===== config.mk =====
export PLATFORM = sky130hd
export DESIGN_NAME = costas_lock_ctrl
export DESIGN_NICKNAME = d
export VERILOG_FILES = /design/src/rtl/costas_lock_ctrl.sv
export SDC_FILE = /design/constraint.sdc
export NUM_CORES = 1
export LEC_CHECK = 0
export ABC_CLOCK_PERIOD_IN_PS = 4250
export CAP_MARGIN = 0
export CORE_MARGIN = 2
export CORE_UTILIZATION = 60
export CTS_CLUSTER_SIZE = 24
export DETAILED_ROUTE_END_ITERATION = 12
export GPL_ROUTABILITY_DRIVEN = 0
export GPL_TIMING_DRIVEN = 0
export PLACE_DENSITY = 0.86
export SYNTH_ARGS = -nofsm -noshare
export SYNTH_HDL_FRONTEND = slang
export SYNTH_SLANG_ARGS = --single-unit

===== constraint.sdc =====
create_clock -name clk -period 4.25 [get_ports clk]
set_input_delay 0.425 -clock clk [delete_from_list [all_inputs] [get_ports clk]]
set_output_delay 0.425 -clock clk [all_outputs]
set_load 0.01 [all_outputs]

===== src/rtl/costas_lock_ctrl.sv =====
// Costas loop lock sequencer: windowed I/Q magnitude test drives an
// acquire/settle/track FSM that picks loop gain, polarity and lock status.
//
// state   | meaning
// IDLE    | sequencer disabled, gain off
// PULL_IN | wide-gain acquisition, counting consecutive passing windows
// SETTLE  | medium gain, must see SETTLE_WINS passing windows in a row
// TRACK   | narrow gain, locked, polarity follows each window
module costas_lock_ctrl #(
  parameter int MIDPOINT    = 5000,
  parameter int WIN_LOG2    = 6,
  parameter int LOCK_WINS   = 4,
  parameter int SETTLE_WINS = 8,
  parameter int LOSS_WINS   = 2
) (
  input  logic        clk,
  input  logic        rst,
  input  logic        enable,
  input  logic        sample_valid,
  input  logic [13:0] i_in,
  input  logic [13:0] q_in,
  output logic [1:0]  gain_sel,
  output logic        invert,
  output logic        locked,
  output logic        loss_pulse,
  output logic [1:0]  state_dbg
);

  localparam int SUM_W = 14 + WIN_LOG2;
  localparam int NEG_W = WIN_LOG2 + 1;
  localparam int CNT_W = 8;
  localparam logic [13:0]      MID         = 14'(MIDPOINT);
  localparam logic [NEG_W-1:0] NEG_HALF    = NEG_W'(1 << (WIN_LOG2 - 1));
  localparam logic [CNT_W-1:0] LOCK_LAST   = CNT_W'(LOCK_WINS - 1);
  localparam logic [CNT_W-1:0] SETTLE_LAST = CNT_W'(SETTLE_WINS - 1);
  localparam logic [CNT_W-1:0] LOSS_LAST   = CNT_W'(LOSS_WINS - 1);

  typedef enum logic [1:0] {
    IDLE    = 2'd0,
    PULL_IN = 2'd1,
    SETTLE  = 2'd2,
    TRACK   = 2'd3
  } state_t;

  state_t state, state_nxt;

  logic [13:0]       abs_i, abs_q;
  logic              i_neg;
  logic [WIN_LOG2-1:0] samp_cnt;
  logic [SUM_W-1:0]  sum_i, sum_q, sum_i_nxt, sum_q_nxt;
  logic [SUM_W-1:0]  win_sum_i, win_sum_q;
  logic [NEG_W-1:0]  neg_cnt, neg_cnt_nxt, win_neg;
  logic              win_end, dec_valid;
  logic              win_pass, win_is_neg;

  logic [CNT_W-1:0]  good_cnt, good_nxt;
  logic [CNT_W-1:0]  settle_cnt, settle_nxt;
  logic [CNT_W-1:0]  bad_cnt, bad_nxt;
  logic              invert_nxt, loss_nxt;

  // Magnitude about the offset-binary zero; always fits 14 bits.
  always_comb begin
    abs_i = (i_in >= MID) ? (i_in - MID) : (MID - i_in);
    abs_q = (q_in >= MID) ? (q_in - MID) : (MID - q_in);
    i_neg = (i_in < MID);
    sum_i_nxt   = sum_i + SUM_W'(abs_i);
    sum_q_nxt   = sum_q + SUM_W'(abs_q);
    neg_cnt_nxt = neg_cnt + {{WIN_LOG2{1'b0}}, i_neg};
    win_end     = sample_valid && (samp_cnt == '1);
  end

  always_ff @(posedge clk) begin
    if (rst || !enable) begin
      samp_cnt  <= '0;
      sum_i     <= '0;
      sum_q     <= '0;
      neg_cnt   <= '0;
      win_sum_i <= '0;
      win_sum_q <= '0;
      win_neg   <= '0;
      dec_valid <= 1'b0;
    end else begin
      dec_valid <= win_end;
      if (sample_valid) begin
        samp_cnt <= samp_cnt + 1'b1;
        if (win_end) begin
          win_sum_i <= sum_i_nxt;
          win_sum_q <= sum_q_nxt;
          win_neg   <= neg_cnt_nxt;
          sum_i     <= '0;
          sum_q     <= '0;
          neg_cnt   <= '0;
        end else begin
          sum_i   <= sum_i_nxt;
          sum_q   <= sum_q_nxt;
          neg_cnt <= neg_cnt_nxt;
        end
      end
    end
  end

  // One extra bit so 2*sumQ cannot wrap.
  always_comb begin
    win_pass   = {1'b0, win_sum_i} >= {win_sum_q, 1'b0};
    win_is_neg = win_neg > NEG_HALF;
  end

  always_ff @(posedge clk) begin
    if (rst) begin
      state      <= IDLE;
      good_cnt   <= '0;
      settle_cnt <= '0;
      bad_cnt    <= '0;
      invert     <= 1'b0;
      loss_pulse <= 1'b0;
    end else begin
      state      <= state_nxt;
      good_cnt   <= good_nxt;
      settle_cnt <= settle_nxt;
      bad_cnt    <= bad_nxt;
      invert     <= invert_nxt;
      loss_pulse <= loss_nxt;
    end
  end

  always_comb begin
    state_nxt  = state;
    good_nxt   = good_cnt;
    settle_nxt = settle_cnt;
    bad_nxt    = bad_cnt;
    invert_nxt = invert;
    loss_nxt   = 1'b0;
    if (!enable) begin
      state_nxt  = IDLE;
      good_nxt   = '0;
      settle_nxt = '0;
      bad_nxt    = '0;
      invert_nxt = 1'b0;
    end else begin
      case (state)
        IDLE: begin
          state_nxt  = PULL_IN;
          good_nxt   = '0;
          settle_nxt = '0;
          bad_nxt    = '0;
          invert_nxt = 1'b0;
        end
        PULL_IN: begin
          if (dec_valid) begin
            if (!win_pass) begin
              good_nxt = '0;
            end else if (good_cnt == LOCK_LAST) begin
              state_nxt  = SETTLE;
              good_nxt   = '0;
              settle_nxt = '0;
            end else begin
              good_nxt = good_cnt + 1'b1;
            end
          end
        end
        SETTLE: begin
          if (dec_valid) begin
            if (!win_pass) begin
              state_nxt  = PULL_IN;
              good_nxt   = '0;
              settle_nxt = '0;
            end else if (settle_cnt == SETTLE_LAST) begin
              state_nxt  = TRACK;
              settle_nxt = '0;
              bad_nxt    = '0;
              invert_nxt = win_is_neg;
            end else begin
              settle_nxt = settle_cnt + 1'b1;
            end
          end
        end
        TRACK: begin
          if (dec_valid) begin
            invert_nxt = win_is_neg;
            if (win_pass) begin
              bad_nxt = '0;
            end else if (bad_cnt == LOSS_LAST) begin
              state_nxt = PULL_IN;
              loss_nxt  = 1'b1;
              bad_nxt   = '0;
              good_nxt  = '0;
            end else begin
              bad_nxt = bad_cnt + 1'b1;
            end
          end
        end
        default: state_nxt = IDLE;
      endcase
    end
  end

  always_comb begin
    state_dbg = state;
    locked    = (state == TRACK);
    case (state)
      PULL_IN: gain_sel = 2'd3;
      SETTLE:  gain_sel = 2'd2;
      TRACK:   gain_sel = 2'd1;
      default: gain_sel = 2'd0;
    endcase
  end

endmodule


==> metrics.csv <==
metric;value;unit
top_usage_layer;met2;
gr-usage-met1;36.7;%
overflow;0;
synth_seq_area_share;31.2;%
ios;39;
cts-root-buf;clkbuf_16;
place_area;8880;sq um
r2r_cells;10;
worstSkewPairLatency;0.42;ns
grt_pass1_wl;35300;microns
cts_tree;done;
grt_max_degree;17;
yosys_warnings;0;
n_fill_cell;972;
drc;0;
synth_area_leaders;dfxtp_1 31%, ha_1 10%, nand2_1 6.3%;
finalInstanceArea;9670;sq um
placedCellCount;1255;
numPortBuffers;37;
skew;0.00739;ns
min_period_over_period;95.4;%
grt_pass1_vias;7540;
die_w;122;microns
synth_edf_count;0;
grtUsageMet3;6.34;%
final-seq-area;2580;sq um
async_reset_ff_share;0;%
multi_input_area;5360;sq um
viasPerCell;6.15;
syn_area;8290;sq um
layout_setup_ws;0.195;ns
yosysTopAreaCell;dfxtp_1;
die_y;122;microns
ir_worst_vdd;0.291;mV
status;finished, final reports clean;
drt_iter0_markers;707;
syn_inst;1042;
crit_required;4.60;ns
yosysMostFrequentCell;nand2_1;
report.final.slew_viol_count;0;
fin_util;72.4;%
synth_top_area_share;31.2;%
crit_arrival;4.40;ns
fmax;0.247;GHz
num_vias;7958;
clkTransAtPathRegs;0.06;ns
syn_nets;1144;
clockBufferDepth;2;
gr-usage-met2;51.2;%
worstSetupPathType;in2reg;
drive_gt1_share;7.07;%
powerDensity;362;nW/um^2
start_util;62.1;%
synth-main-ff-cell;dfxtp_1;
slew_headroom;47.9;%
layout_min_cycle_time;4.05;ns
dieArea;14800;sq um
stdcell_count;1293;
cts_max_level;4;
ant_nets;0;
wire_per_inst;17.0;microns
worstMarginPinSlew;0.782;ns
ys_ff_latch;129;
pre_cts_slack;-0.523;ns
hold_path_depth;2;
fp-row-count;42;
synth_common_cells;140 x nand2_1, 129 x dfxtp_1, 97 x a21oi_1, 71 x nor2_1, 68 x ha_1;
fin_nets;1206;
postSynthAreaPerCell;7.95;sq um
hold_violations;0;
grtUsageTotal;29.9;%
coreArea;13300;sq um
p_leak;3.62;nW
min_path_type;reg2reg;
cp_max_fo;8;
drv_cap;0;
dr.pass1.iters;6;
final-setup-viol-count;0;
area_growth;16.7;%
cts_buffers;17;
routed_wirelength;22000;microns
diodes;0;
whs;0.457;ns
worstSetupStartpointType;input port;
dp_hpwl;15100;microns
clock-sinks;129;
end_kind;flop;
yosysUniqueCellTypes;76;
grt_antenna_before_repair;0;
final cells by class:
class,instances,area share [%]
inverter,61,2.37
multi-input combinational,807,55.4
timing repair buffer,43,4.32
clock inverter,11,2.15
sequential,129,26.7
buffer,45,1.95
tap,176,2.28
clock buffer,21,4.76
critical path, stage by stage:
cell and delay (ns):
clkdlybuf4s50_1 0.47, or4_4 0.54, nand2b_1 0.15, nand2_1 0.12, a21oi_4 0.15, buf_4 0.18
a21oi_1 0.05, a31o_2 0.22, xnor2_1 0.13, ha_1 0.37, nand2_1 0.15, a21oi_1 0.23
o211ai_1 0.21, a311oi_2 0.40, nor2_1 0.10, or3_1 0.37, a21oi_1 0.15
per-stage QoR:
| stage | setup TNS (ns) | total power (W) |
|---|---|---|
| 4_1_cts | 0 | 0.00346 |
| 3_5_place_dp | -12.24 | 0.00182 |
| 5_1_grt | -0.0401 | 0.00361 |
| 3_3_place_gp | -7.67 | 0.00181 |
| 2_1_floorplan | 0 | 0.00166 |
| 6_report | 0 | 0.00350 |
timing repair:
| item | in CTS | in global routing |
|---|---|---|
| endpoints found under the setup margin | 12 | 25 |
| gates resized for setup | 1 | 18 |
| hold buffers | 0 | 0 |
| buffers inserted | 3 | 3 |
| pin swaps | 1 | 4 |
| cloned | 0 | 0 |
per-layer routing:
layer / vias to the layer above / wire length [microns]
met5: - / 0
met4: 0 / 721
met3: 64 / 1420
met2: 278 / 10700
met1: 3763 / 9160
li1: 3853 / -
kinds of logic (layout without fill, tap and decap cells):
group,count (synthesis),after routing,synth area share (%)
buffers and inverters,106,181,4.97
AOI/OAI and AO/OA,300,300,24.1
xor gates and xnor gates,65,65,6.87
adders and majority gates,70,70,10.8
DFF,129,129,31.2
muxes,12,12,1.45
and+or+nand+nor,360,360,20.7
placed cells by master, fill, tap and decap left out, types with 5 or more instances in the layout:
| cell type | n |
|---|---|
| o21ai_0 | 47 |
| clkdlybuf4s50_1 | 36 |
| nand3_1 | 30 |
| o2bb2a_1 | 6 |
| nor2b_1 | 7 |
| o21ai_1 | 6 |
| ha_1 | 68 |
| bufinv_16 | 6 |
| a2bb2oi_1 | 5 |
| a22oi_1 | 24 |
| mux2i_1 | 12 |
| nand4_1 | 12 |
| o31ai_1 | 8 |
| buf_1 | 9 |
| xor2_1 | 21 |
| a21o_1 | 10 |
| and2_1 | 15 |
| nor3_1 | 21 |
| o21a_1 | 6 |
| nand2_1 | 140 |
| inv_1 | 60 |
| a211oi_1 | 8 |
| clkbuf_16 | 17 |
| nor2_1 | 71 |
| nand2b_1 | 12 |
| xnor2_1 | 44 |
| a31oi_1 | 9 |
| or3_1 | 17 |
| a21oi_1 | 94 |
| o211ai_1 | 11 |
| dfxtp_1 | 129 |
| a21oi_2 | 5 |
| clkbuf_1 | 33 |
| o21bai_1 | 6 |
| a32o_1 | 6 |
| o22ai_1 | 11 |
| buf_4 | 7 |
| or2_2 | 10 |
report_power, final:
part	total (W)	switching, W	internal [W]
Clock	0.00167	0.000543	0.00113
Sequential	0.00124	0.0000144	0.00123
Combinational	0.000584	0.000351	0.000233
flip-flops by register name (all words and copies together), names as in the netlist:
name        count
sum_i          20
sum_q          20
win_sum_i      20
win_sum_q      20
bad_cnt         8
good_cnt        8
settle_cnt      8
neg_cnt         7
win_neg         7
samp_cnt        6
state_dbg       2
dec_valid       1
invert          1
loss_pulse      1
path summary, 6_finish.rpt:
kind,slack (ns),end,start
worst max-delay path,0.20,sum_q[19],q_in[6]
worst min register to register,0.46,win_sum_q[9],win_sum_q[9]
worst max register to register,1.43,sum_i[18],sum_i[0]
worst min-delay path,0.46,win_sum_q[9],win_sum_q[9]
(Power assumes the default switching activity.)
